--- config.mk ---
export PLATFORM = sky130hd
export DESIGN_NAME = fetch_branch_unit
export DESIGN_NICKNAME = d
export VERILOG_FILES = /design/src/rtl/fetch_branch_unit.sv
export SDC_FILE = /design/constraint.sdc
export NUM_CORES = 1
export LEC_CHECK = 0
export ABC_AREA = 0
export CORE_MARGIN = 2
export CORE_UTILIZATION = 52
export CTS_BUF_LIST = sky130_fd_sc_hd__clkbuf_8
export DETAILED_ROUTE_END_ITERATION = 10
export GPL_TIMING_DRIVEN = 0
export PLACE_DENSITY = 0.92
export SYNTH_ARGS = -nofsm -noshare
export SYNTH_HDL_FRONTEND = slang
export SYNTH_SLANG_ARGS = --single-unit
--- constraint.sdc ---
create_clock -name clk -period 19.7 [get_ports clk]
set_clock_uncertainty 0.15 [all_clocks]
set_input_delay 1.97 -clock clk [delete_from_list [all_inputs] [get_ports clk]]
set_output_delay 1.97 -clock clk [all_outputs]
set_load 0.02 [all_outputs]
--- src/rtl/fetch_branch_unit.sv ---
// fetch_branch_unit
//   Holds the program counter and fetches 32-bit instruction words over a
//   req/ready instruction-memory port. Each fetched word is presented with its
//   PC to decode through a one-entry output register (valid/ready). Keeps the
//   NZVC flag register and resolves B, BL, BR, CBZ and B.cond redirects.
//
// Ports
//   clk, reset        : rising-edge clock, asynchronous active-low reset
//   imem_req/addr     : fetch request and address (address stable until ready)
//   imem_ready/rdata  : completes the outstanding request, returns the word
//   instr_valid/ready : output register handshake to decode
//   instr, instr_pc   : instruction word and its PC
//   set_flags, alu_*  : load NZVC from the ALU
//   br_*              : branch resolution (type bits, cc, offsets, BR target)
//   cbz_zero          : CBZ operand is zero
//   flags             : registered {N,Z,V,C}
//   redirect          : taken branch this cycle (combinational)
module fetch_branch_unit #(
    parameter int                ADDR_W   = 64,
    parameter logic [ADDR_W-1:0] RESET_PC = '0
) (
    input  logic              clk,
    input  logic              reset,
    output logic              imem_req,
    output logic [ADDR_W-1:0] imem_addr,
    input  logic              imem_ready,
    input  logic [31:0]       imem_rdata,
    output logic              instr_valid,
    input  logic              instr_ready,
    output logic [31:0]       instr,
    output logic [ADDR_W-1:0] instr_pc,
    input  logic              set_flags,
    input  logic              alu_negative,
    input  logic              alu_zero,
    input  logic              alu_overflow,
    input  logic              alu_carry,
    input  logic              br_valid,
    input  logic [ADDR_W-1:0] br_pc,
    input  logic              br_uncond,
    input  logic              br_cbz,
    input  logic              br_cond,
    input  logic              br_reg,
    input  logic [3:0]        br_cc,
    input  logic [25:0]       br_imm26,
    input  logic [18:0]       br_imm19,
    input  logic [ADDR_W-1:0] br_reg_addr,
    input  logic              cbz_zero,
    output logic [3:0]        flags,
    output logic              redirect
);

    typedef enum logic {FETCH, FLUSH} state_t;

    state_t            state, state_nxt;
    logic [ADDR_W-1:0] fetch_pc;
    logic [ADDR_W-1:0] flush_addr;
    logic [ADDR_W-1:0] target;
    logic [3:0]        eval_flags;
    logic              taken;
    logic              capture;

    // Word offsets scaled to bytes and sign-extended to the address width.
    function automatic logic [ADDR_W-1:0] off26(input logic [25:0] imm);
        return {{(ADDR_W-28){imm[25]}}, imm, 2'b00};
    endfunction

    function automatic logic [ADDR_W-1:0] off19(input logic [18:0] imm);
        return {{(ADDR_W-21){imm[18]}}, imm, 2'b00};
    endfunction

    // nzvc = {N,Z,V,C}
    function automatic logic cond_pass(input logic [3:0] cc, input logic [3:0] nzvc);
        logic n, z, v, c;
        logic res;
        n = nzvc[3];
        z = nzvc[2];
        v = nzvc[1];
        c = nzvc[0];
        case (cc)
            4'h0:    res = z;
            4'h1:    res = !z;
            4'h2:    res = c;
            4'h3:    res = !c;
            4'h4:    res = n;
            4'h5:    res = !n;
            4'h6:    res = v;
            4'h7:    res = !v;
            4'h8:    res = c && !z;
            4'h9:    res = !(c && !z);
            4'hA:    res = (n == v);
            4'hB:    res = (n != v);
            4'hC:    res = !z && (n == v);
            4'hD:    res = !(!z && (n == v));
            default: res = 1'b1;
        endcase
        return res;
    endfunction

    // A B.cond resolved alongside a flag-setting instruction sees the new flags.
    assign eval_flags = set_flags ? {alu_negative, alu_zero, alu_overflow, alu_carry} : flags;

    always_comb begin
        taken  = 1'b0;
        target = br_reg_addr;
        if (br_reg) begin
            taken  = 1'b1;
            target = br_reg_addr;
        end else if (br_uncond) begin
            taken  = 1'b1;
            target = br_pc + off26(br_imm26);
        end else if (br_cbz) begin
            taken  = cbz_zero;
            target = br_pc + off19(br_imm19);
        end else if (br_cond) begin
            taken  = cond_pass(br_cc, eval_flags);
            target = br_pc + off19(br_imm19);
        end
    end

    assign redirect = br_valid && taken;

    // In FLUSH the stale request must still be completed, so it stays asserted
    // regardless of decode back-pressure. Gated by reset so nothing is requested
    // while the block is held in reset.
    assign imem_req  = reset && ((state == FLUSH) ||
                                 ((state == FETCH) && (!instr_valid || instr_ready)));
    assign imem_addr = (state == FLUSH) ? flush_addr : fetch_pc;
    assign capture   = imem_req && imem_ready && (state == FETCH) && !redirect;

    always_comb begin
        state_nxt = state;
        case (state)
            FETCH: if (redirect && imem_req && !imem_ready) state_nxt = FLUSH;
            FLUSH: if (imem_ready) state_nxt = FETCH;
            default: state_nxt = FETCH;
        endcase
    end

    always_ff @(posedge clk or negedge reset) begin
        if (!reset) begin
            state       <= FETCH;
            fetch_pc    <= RESET_PC;
            instr_valid <= 1'b0;
            instr       <= '0;
            instr_pc    <= '0;
            flags       <= '0;
        end else begin
            state <= state_nxt;

            if (set_flags) flags <= {alu_negative, alu_zero, alu_overflow, alu_carry};

            if (redirect)     fetch_pc <= target;
            else if (capture) fetch_pc <= fetch_pc + ADDR_W'(4);

            if (redirect)         instr_valid <= 1'b0;
            else if (capture)     instr_valid <= 1'b1;
            else if (instr_ready) instr_valid <= 1'b0;

            if (capture) begin
                instr    <= imem_rdata;
                instr_pc <= fetch_pc;
            end
        end
    end

    // ---- flush address: the outstanding request's address, frozen on entry ----
    always_ff @(posedge clk) begin
        if ((state == FETCH) && (state_nxt == FLUSH)) flush_addr <= fetch_pc;
    end

endmodule

==> metrics.md, run 1 <==
| Metric | Value |
|---|---|
| Run status | completed |
| Fraction of final layout cells with drive strength greater than 1 | 0.0976 |
| Fraction of the cycle the final worst path needs | 0.411 |
| Relative slew slack | 0.194 |
| Proportion of power drawn by the clock network | 0.184 |
| Endpoint type of the worst setup path | output port |
| Number of distinct standard cells referenced by the synthesized netlist | 80 |
| Part of the total power dissipated in sequential elements | 0.348 |
| Data arrival at the endpoint of the critical path | 5980 ps |
| Switching Share | 0.393 |
| Worst hold-check path type | reg -> reg |
| Clock period minus final worst setup slack | 8100 ps |
| Largest net degree at the start of global routing | 128 |
| Startpoint of the worst-slack reg-to-reg timing path | flags[3]$_DFF_PN0_ |
| Largest driver fanout on the critical path | 10 |
| Number of vias after detailed routing | 18989 |
| Count of max-cap constraint violations | 0 |
| Yosys warning count | 0 |
| Critical Path Source Type | primary input |
| Core ar. | 34600 sq um |
| PD cells | 85.6 nW/um^2 |
| Floorplan row count | 68 |
| Number of flops mapped to enable cells by yosys | 64 |
| Psw | 0.793 mW |
| Post-Syn Instances | 2031 |
| Effective utilization at floorplan | 0.530 |
| Number of clock sinks | 230 |
| Mean instance size in the synthesized netlist | 9.04 sq um |
| Io pins | 391 |
| Height of the chip | 192 um |
| Number of buffers inserted by port buffering | 387 |
| Worst slack on hold paths | 302 ps |
| Antenna-violating nets left | 0 |
| CP Capture Point | redirect |
| Clock buffer count from CTS | 30 |
| Hold buffer count at CTS | 0 |
| Top FF cell, synth | dfrtp_1 |
| Cell-internal power | 1.22 mW |
| Highest-delay cell along the critical path | clkdlybuf4s50_1 |
| Launching element of the worst setup path | alu_carry |
| Total iterations of the first detailed-routing run | 6 |
| Clock Tree Buf Depth | 3 |
| Area share of the largest cell type after synthesis | 0.226 |
| Count of endpoints failing hold in the final timing report | 0 |
| Number of setup buffers added after CTS | 0 |
| Nets@finish | 2805 |
| RSZ-0062 raised after global routing | no |
| Logic gate share of total power | 0.469 |
| Most frequent cell after synthesis | a21oi_1 |
| Via count of the first global-routing pass | 18366 |
| Share of synthesized registers carrying an async set or reset | 0.722 |
| Root buffer cell | clkbuf_8 |
| Worst reg-to-reg path cell count | 14 |
| Placer congestion estimate | 1.03 |
| Clock latency reported for the late side of the worst-skew pair | 580 ps |
| Vias per std cell | 6.45 |
| Slew at the pin closest to its max-slew limit | 1210 ps |
| Number of storage elements in the synthesis netlist | 230 |
| Cell chain of the critical path | clkdlybuf4s50_1 > mux2i_1 > mux4_2 > xor2_1 > nand2b_1 > a32oi_1 > clkbuf_1 > inv_1 > clkbuf_1 > clkbuf_1 > clkdlybuf4s50_1 |
| First-pass GRT wire length | 105000 um |
| Remaining DRCs | 0 |
| Detail-routed net length per standard cell | 23.7 um |
| Capturing point of the worst reg2reg path | flush_addr[60]$_DFFE_PP_ |
| Largest voltage drop on the vdd net | 0.0819 mV |
| Detailed Place HPWL | 55500 um |
| Most area-hungry cell type in the Yosys netlist | dfrtp_1 |
| Nets in the synthesized netlist | 2380 |
| Cell seen most often among critical-path stages | clkbuf_1 |
| Commonest cells post-synth | a21oi_1, nand2_1, dfrtp_1, mux2_2, o21ai_0 |
| Maximum frequency from static timing analysis | 124 MHz |
| Final Max Slew Viols | 0 |
| Final setup fails | 0 |
| Area delta synth->final | 28.3% |
| Total power after layout | 2.02 mW |
| Combined area of all synthesized cells | 18400 sq um |
| Initial antenna violation count | 9 |
| Static Leakage | 9.37 nW |
| Die area | 36800 sq um |
| Clock edge transition at the registers on the reported setup and hold paths | 70 ps |
| Total overflow reported by the global router | 0 |
| Die Wd | 192 um |
| H-tree Lvls | 1 |
| Initial detailed-routing violation count | 1903 |
| Sum of negative setup slack | 0 ps |
| Post_cts resized | 0 |
| Combined global-route utilization of all metal layers | 0.368 |
| Largest stage delay on the critical path | 750 ps |
| Wire length reported by the detailed router | 69900 um |
| Required time at the worst-slack endpoint | 17580 ps |
| TritonCTS clock tree | yes |
| Reg2Reg Setup Slack | 14870 ps |
| Area contributors post-synth | dfrtp_1, edfxtp_1, mux2_2 |
| Post-synthesis sequential area ratio | 0.331 |
| Critical setup path kind | in -> out |
per-stage QoR:
step / area (sq um) / util / worst slack (ps) / instances
after global routing: 23600 / 0.680 / 11580 / 2943
after detailed placement: 22900 / 0.661 / 11790 / 2879
after CTS: 23500 / 0.680 / 11760 / 2935
final: 23600 / 0.680 / 11600 / 2943
after global placement: 22800 / 0.659 / 4160 / 2873
after floorplan: 18400 / - / 10880 / 2031
how the worst min path moves through the flow:
stage                                  start                  endpoint  slack, ps  cells past startpoint
floorplan           fetch_pc[17]$_DFFE_PN0P_  flush_addr[17]$_DFFE_PP_        270                      0
global placement    fetch_pc[17]$_DFFE_PN0P_  flush_addr[17]$_DFFE_PP_        280                      0
detailed placement  fetch_pc[17]$_DFFE_PN0P_  flush_addr[17]$_DFFE_PP_        280                      0
CTS                 fetch_pc[17]$_DFFE_PN0P_  flush_addr[17]$_DFFE_PP_        300                      0
global route        fetch_pc[17]$_DFFE_PN0P_  flush_addr[17]$_DFFE_PP_        320                      0
finish              fetch_pc[17]$_DFFE_PN0P_  flush_addr[17]$_DFFE_PP_        300                      0
per-layer routing:
layer	track usage	share of wire
met3	0.0588	0.10
met1	0.464	0.38
met5	0	0.00019
met4	0.184	0.058
met2	0.612	0.46
kinds of logic (layout without fill, tap and decap cells):
logic type / Yosys count / in the layout / share of synthesized area
AO/OA/AOI/OAI: 648 / 648 / 0.227
AND/OR/NAND/NOR: 530 / 530 / 0.139
flip-flops: 230 / 230 / 0.331
XOR/XNOR: 172 / 172 / 0.0820
buffers and inverters: 164 / 613 / 0.0352
multiplexers: 162 / 162 / 0.0992
adder cells (fa/ha/maj): 125 / 125 / 0.0860
other: 0 / 8 / 0
layout make-up:
type | instances | area (sq um)
Multi-Input combinational cell | 1637 | 11600
Clock buffer | 36 | 495
Clock inverter | 20 | 149
Inverter | 44 | 165
Fill cell | 2663 | 11100
Sequential cell | 230 | 6080
Tap cell | 455 | 569
Buffer | 120 | 480
Timing Repair Buffer | 393 | 3960
Antenna cell | 8 | 20.0
flip-flops by register name (all words and copies together), names as in the netlist:
name         flops
instr_pc        64
flags            4
instr_valid      1
state            1
instr           32
fetch_pc        64
flush_addr      64
critical path, delay by kind of cell:
| kind | cells | cell delay [ps] |
|---|---|---|
| buf+inv | 6 | 2870 |
| mux | 2 | 650 |
| compound gates | 1 | 230 |
| xor+xnor | 1 | 150 |
| simple gates | 1 | 80 |
power by group through the flow:
stage	clock, mW	combinational, mW	sequential, mW
after floorplan	0	0.426	0.765
final	0.371	0.946	0.701
after CTS	0.373	0.929	0.698
after detailed placement	0	0.920	0.704
after global placement	0	0.901	0.693
after global routing	0.394	0.998	0.712
layout by cell type (no fill, tap or decap), types with 23 or more instances in the layout:
master           count
o22ai_1             29
nand2_1            170
a21oi_1            187
mux2_2             150
nor2_1             120
inv_1               47
a22oi_1             34
clkbuf_1           107
clkdlybuf4s50_1    384
edfxtp_1            64
xnor2_1            100
o21ai_0            125
nand3_1             52
ha_1               123
xor2_1              72
and3_1              23
o21bai_1            30
nor3_1              33
clkbuf_8            36
dfrtp_1            166
nand4_1             62
a21o_1              72
Power figures use the tool's default switching activity.
==> run 2, diff against run 1 <==
CORE_UTILIZATION = 49   (was 52)
PLACE_DENSITY = 0.91   (was 0.92)
clock period = 6.9 ns   (was 19.7 ns; I/O delays follow)
==> run 2 against run 1 <==
Net effect:
- worst hold slack gained 15 ps
- total power rose to 2.9 times the previous value
- critical path depth unchanged
==> metrics.md, run 2 (same netlist as run 1, synthesis figures left out) <==
| Metric | Value |
|---|---|
| Io pins | 391 |
| Most frequent cells in the layout | clkdlybuf4s50_1, a21oi_1, nand2_1, dfrtp_1, mux2_2 |
| Slew at the pin closest to its max-slew limit | 1070 ps |
| Largest net degree at the start of global routing | 89 |
| Effective utilization at floorplan | 0.499 |
| Combined global-route utilization of all metal layers | 0.354 |
| Die Wd | 198 um |
| Initial antenna violation count | 11 |
| Fraction of the cycle the final worst path needs | 0.798 |
| Number of cells traversed by the worst hold path | 0 |
| Remaining DRCs | 0 |
| Count of endpoints failing hold in the final timing report | 0 |
| Largest voltage drop on the vdd net | 0.156 mV |
| Worst slack on hold paths | 317 ps |
| Worst reg-to-reg path cell count | 12 |
| Final Max Slew Viols | 0 |
| Count of max-cap constraint violations | 0 |
| Most common library cell in the layout ignoring fill and taps | clkdlybuf4s50_1 |
| Area of combinational cells with multiple inputs | 11700 sq um |
| Core ar. | 36800 sq um |
| Clock Tree Buf Depth | 3 |
| Total iterations of the first detailed-routing run | 6 |
| First-pass GRT wire length | 107000 um |
| Wire length reported by the detailed router | 71700 um |
| Vias per std cell | 6.38 |
| Final setup fails | 0 |
| Non-Filler Cell Area, Final | 23600 sq um |
| Sum of negative setup slack | 0 ps |
| Number of buffers inserted by port buffering | 387 |
| Total power after layout | 5.78 mW |
| Initial detailed-routing violation count | 1828 |
| H-tree Lvls | 1 |
| Fill cell total of the finished layout | 2982 |
| Die area | 39000 sq um |
| Worst hold-check path type | reg -> reg |
| Detailed Place HPWL | 57100 um |
| Placer congestion estimate | 1.00 |
| Total overflow reported by the global router | 0 |
| Detail-routed net length per standard cell | 24.3 um |
| Via count of the first global-routing pass | 18312 |
| Number of setup buffers added after CTS | 0 |
| Critical Path Source Type | primary input |
| Relative slew slack | 0.271 |
| Clock period minus final worst setup slack | 5510 ps |
| Height of the chip | 198 um |
| Largest registers in the final layout | fetch_pc (64), flush_addr (64), instr_pc (64) |
| Static Leakage | 9.40 nW |
| Maximum frequency from static timing analysis | 182 MHz |
| Clock edge transition at the registers on the reported setup and hold paths | 70 ps |
| Floorplan row count | 70 |
| Clock buffer count from CTS | 30 |
| Critical setup path kind | in -> out |
| Required time at the worst-slack endpoint | 6060 ps |
| Nets@finish | 2804 |
| Post-route non-filler standard cell count | 2957 |
| Number of clock sinks | 230 |
| Run status | completed |
| Data arrival at the endpoint of the critical path | 4670 ps |
| TritonCTS clock tree | yes |
| Area delta synth->final | 28.5% |
| Minimum setup slack in the final design | 1390 ps |
| Antenna-violating nets left | 0 |
| Total instance count after detailed placement | 2890 |
| Instance area after placement | 22900 sq um |
| Fraction of final layout cells with drive strength greater than 1 | 0.0944 |
| RSZ-0062 raised after global routing | no |
| Dpl ws | 1540 ps |
| Largest driver fanout on the critical path | 10 |
| Root buffer cell | clkbuf_8 |
| Post-layout util | 0.642 |
| PD cells | 245 nW/um^2 |
| Number of vias after detailed routing | 18867 |
| Total area of sequential cells | 6080 sq um |
| Endpoint type of the worst setup path | output port |
| Clock latency reported for the late side of the worst-skew pair | 570 ps |
run 2: final timing paths:
check,from,slack (ps),to
setup reg to reg,flags[1]$_DFF_PN0_,2310,flush_addr[54]$_DFFE_PP_
max in group asynchronous,reset,5190,instr[19]$_DFFE_PN0P_
min in group asynchronous,reset,540,instr[0]$_DFFE_PN0P_
hold reg to reg,fetch_pc[17]$_DFFE_PN0P_,320,flush_addr[17]$_DFFE_PP_
hold / removal,fetch_pc[17]$_DFFE_PN0P_,320,flush_addr[17]$_DFFE_PP_
setup / recovery,alu_negative,1390,redirect
run 2: power by group:
part / switching (mW) / internal, mW
combinational: 1.48 / 1.23
sequential: 0.290 / 1.72
clock: 0.508 / 0.554
run 2: cell type report:
cell class	instances	area share
plain buffers	120	0.0204
diodes	10	0.00106
flip-flops and latches	230	0.257
clock buffers	40	0.0233
clock inverters	16	0.00387
repair buffers	392	0.168
well taps	468	0.0248
inverters	44	0.00700
multi-input cells	1637	0.494
run 2: timing repair:
item                      4_1_cts  5_1_grt
hold endpoints to repair       51        0
hold buffers                    1        0
gates resized for setup         0        0
run 2: worst max-delay path: stages:
cell	delay [ps]
clkdlybuf4s50_1	530
mux2i_1	110
mux4_2	480
xor2_1	160
nand2b_1	70
a32oi_1	220
clkbuf_1	350
inv_1	210
clkbuf_1	370
clkbuf_1	720
clkdlybuf4s50_1	750
run 2: metal layers:
layer / vias to the layer above / track usage / wire, um
met2: 1051 / 0.594 / 33800
met1: 9102 / 0.448 / 28000
met3: 220 / 0.0418 / 5980
met5: - / 0 / 0
li1: 8494 / - / -
met4: 0 / 0.191 / 3980
==> run 3, diff against run 2 <==
CORE_UTILIZATION = 52   (was 49)
PLACE_DENSITY = 0.92   (was 0.91)
clock period = 5.7 ns   (was 6.9 ns; I/O delays follow)
==> run 3 against run 2 <==
Net effect:
- combinational power is 21% higher
- setup slack worse by 1000 ps
- sequential power rose by 21%
- worst hold slack worse by 1.8 ps
- flip-flop and latch count unchanged
- critical path type unchanged
- largest cell class unchanged
==> metrics.md, run 3 (same netlist as run 1, synthesis figures left out) <==
| Metric | Value |
|---|---|
| Total overflow reported by the global router | 0 |
| Fraction of the cycle the final worst path needs | 0.939 |
| Placer congestion estimate | 1.04 |
| Psw | 2.77 mW |
| Static Leakage | 9.36 nW |
| Largest voltage drop on the vdd net | 0.306 mV |
| Wire length reported by the detailed router | 72300 um |
| Floorplan row count | 68 |
| Clock latency reported for the late side of the worst-skew pair | 560 ps |
| Launching element of the worst setup path | alu_overflow |
| Capturing point of the worst reg2reg path | flush_addr[59]$_DFFE_PP_ |
| Number of vias after detailed routing | 19221 |
| Relative slew slack | 0.226 |
| Number of buffers inserted by port buffering | 387 |
| First-pass GRT wire length | 107000 um |
| Run status | completed |
| Final Max Slew Viols | 0 |
| Endpoint type of the worst setup path | output port |
| Die Wd | 192 um |
| Critical Path Source Type | primary input |
| PD cells | 296 nW/um^2 |
| Nets@finish | 2803 |
| Slew at the pin closest to its max-slew limit | 1130 ps |
| Largest driver fanout on the critical path | 10 |
| Combined global-route utilization of all metal layers | 0.381 |
| Required time at the worst-slack endpoint | 4980 ps |
| Data arrival at the endpoint of the critical path | 4630 ps |
| Detail-routed net length per standard cell | 24.6 um |
| Post-layout util | 0.681 |
| Logic gate share of total power | 0.471 |
| Instance area after placement | 22900 sq um |
| Largest net degree at the start of global routing | 99 |
| Fill cell total of the finished layout | 2582 |
| Total iterations of the first detailed-routing run | 6 |
| Initial detailed-routing violation count | 2192 |
| Height of the chip | 192 um |
| Clock Tree Buf Depth | 3 |
| Detailed Place HPWL | 56800 um |
| Post-route non-filler standard cell count | 2941 |
| Total power after layout | 6.98 mW |
| CP Capture Point | redirect |
| Final setup fails | 0 |
| Total instance count after detailed placement | 2877 |
| Initial antenna violation count | 10 |
| Die area | 36800 sq um |
| Maximum frequency from static timing analysis | 187 MHz |
| Critical setup path kind | in -> out |
| Most frequent cells in the layout | clkdlybuf4s50_1, a21oi_1, nand2_1, dfrtp_1, mux2_2 |
| Via count of the first global-routing pass | 18378 |
| Antenna-violating nets left | 0 |
| Worst slack on hold paths | 316 ps |
| Clock edge transition at the registers on the reported setup and hold paths | 70 ps |
| H-tree Lvls | 1 |
| Worst hold-check path type | reg -> reg |
| Part of the total power dissipated in sequential elements | 0.348 |
| Core ar. | 34600 sq um |
| Root buffer cell | clkbuf_8 |
| Largest registers in the final layout | fetch_pc (64), flush_addr (64), instr_pc (64) |
| Count of endpoints failing hold in the final timing report | 0 |
| Proportion of power drawn by the clock network | 0.180 |
| Cell-internal power | 4.21 mW |
| Area of combinational cells with multiple inputs | 11700 sq um |
| Effective utilization at floorplan | 0.530 |
| Total area of sequential cells | 6080 sq um |
| Count of max-cap constraint violations | 0 |
| Startpoint of the worst-slack reg-to-reg timing path | flags[1]$_DFF_PN0_ |
| Remaining DRCs | 0 |
| Switching Share | 0.397 |
| Most common library cell in the layout ignoring fill and taps | clkdlybuf4s50_1 |
| Reg2Reg Setup Slack | 1220 ps |
| Area delta synth->final | 28.4% |
| RSZ-0062 raised after global routing | no |
| Io pins | 391 |
| Non-Filler Cell Area, Final | 23600 sq um |
| Number of setup buffers added after CTS | 0 |
| TritonCTS clock tree | yes |
| Worst reg-to-reg path cell count | 12 |
| Vias per std cell | 6.54 |
| Fraction of final layout cells with drive strength greater than 1 | 0.0941 |
| Number of clock sinks | 230 |
| Clock buffer count from CTS | 29 |
| Clock period minus final worst setup slack | 5350 ps |
-- run 3: layer usage --
layer	track usage	share of wire	wire length [um]	vias to the layer above
li1	-	-	-	8501
met1	0.493	0.39	27900	9215
met2	0.622	0.46	33500	1248
met3	0.0579	0.096	6970	257
met4	0.190	0.055	4010	0
met5	0	0	0	-
-- run 3: area by class of cell --
class                      count  area share
multi-input combinational   1637       0.494
sequential                   230       0.258
timing repair buffer         392       0.169
clock buffer                  42      0.0245
tap                          455      0.0242
buffer                       120      0.0204
inverter                      44     0.00701
clock inverter                11     0.00196
antenna                       10     0.00106
-- run 3: power by group through the flow --
| stage | clock network, mW | logic [mW] | registers, mW |
|---|---|---|---|
| finish | 1.26 | 3.29 | 2.43 |
| CTS | 1.25 | 3.23 | 2.41 |
| floorplan | 0 | 1.47 | 2.64 |
| global placement | 0 | 3.12 | 2.39 |
| global route | 1.32 | 3.46 | 2.46 |
| detailed placement | 0 | 3.20 | 2.43 |
-- run 3: worst min path at each step --
| stage | cells after the start | start | slack, ps | end |
|---|---|---|---|---|
| 6_report | 0 | fetch_pc[17]$_DFFE_PN0P_ | 320 | flush_addr[17]$_DFFE_PP_ |
| 4_1_cts | 0 | fetch_pc[17]$_DFFE_PN0P_ | 310 | flush_addr[17]$_DFFE_PP_ |
| 2_1_floorplan | 0 | reset | 120 | fetch_pc[0]$_DFFE_PN0P_ |
| 3_5_place_dp | 0 | fetch_pc[17]$_DFFE_PN0P_ | 290 | flush_addr[17]$_DFFE_PP_ |
| 5_1_grt | 0 | fetch_pc[17]$_DFFE_PN0P_ | 320 | flush_addr[17]$_DFFE_PP_ |
| 3_3_place_gp | 0 | fetch_pc[17]$_DFFE_PN0P_ | 280 | flush_addr[17]$_DFFE_PP_ |
-- run 3: critical path: stages --
cell             delay, ps
clkdlybuf4s50_1        570
mux2i_1                180
mux4_2                 530
xor2_1                 160
nand2b_1                70
a32oi_1                230
clkbuf_1               330
inv_1                  210
clkbuf_1               350
clkbuf_1               670
clkdlybuf4s50_1        740
-- run 3: repair_timing --
item,in CTS,in global routing
hold endpoints to repair,68,0
hold buffers,1,0
resized for setup,0,0
-- run 3: per-stage QoR --
stage	TNS (ps)	setup WS, ps
2_1_floorplan	0	234
3_3_place_gp	-1374830	-5620
3_5_place_dp	0	520
4_1_cts	0	497
5_1_grt	0	363
6_report	0	348
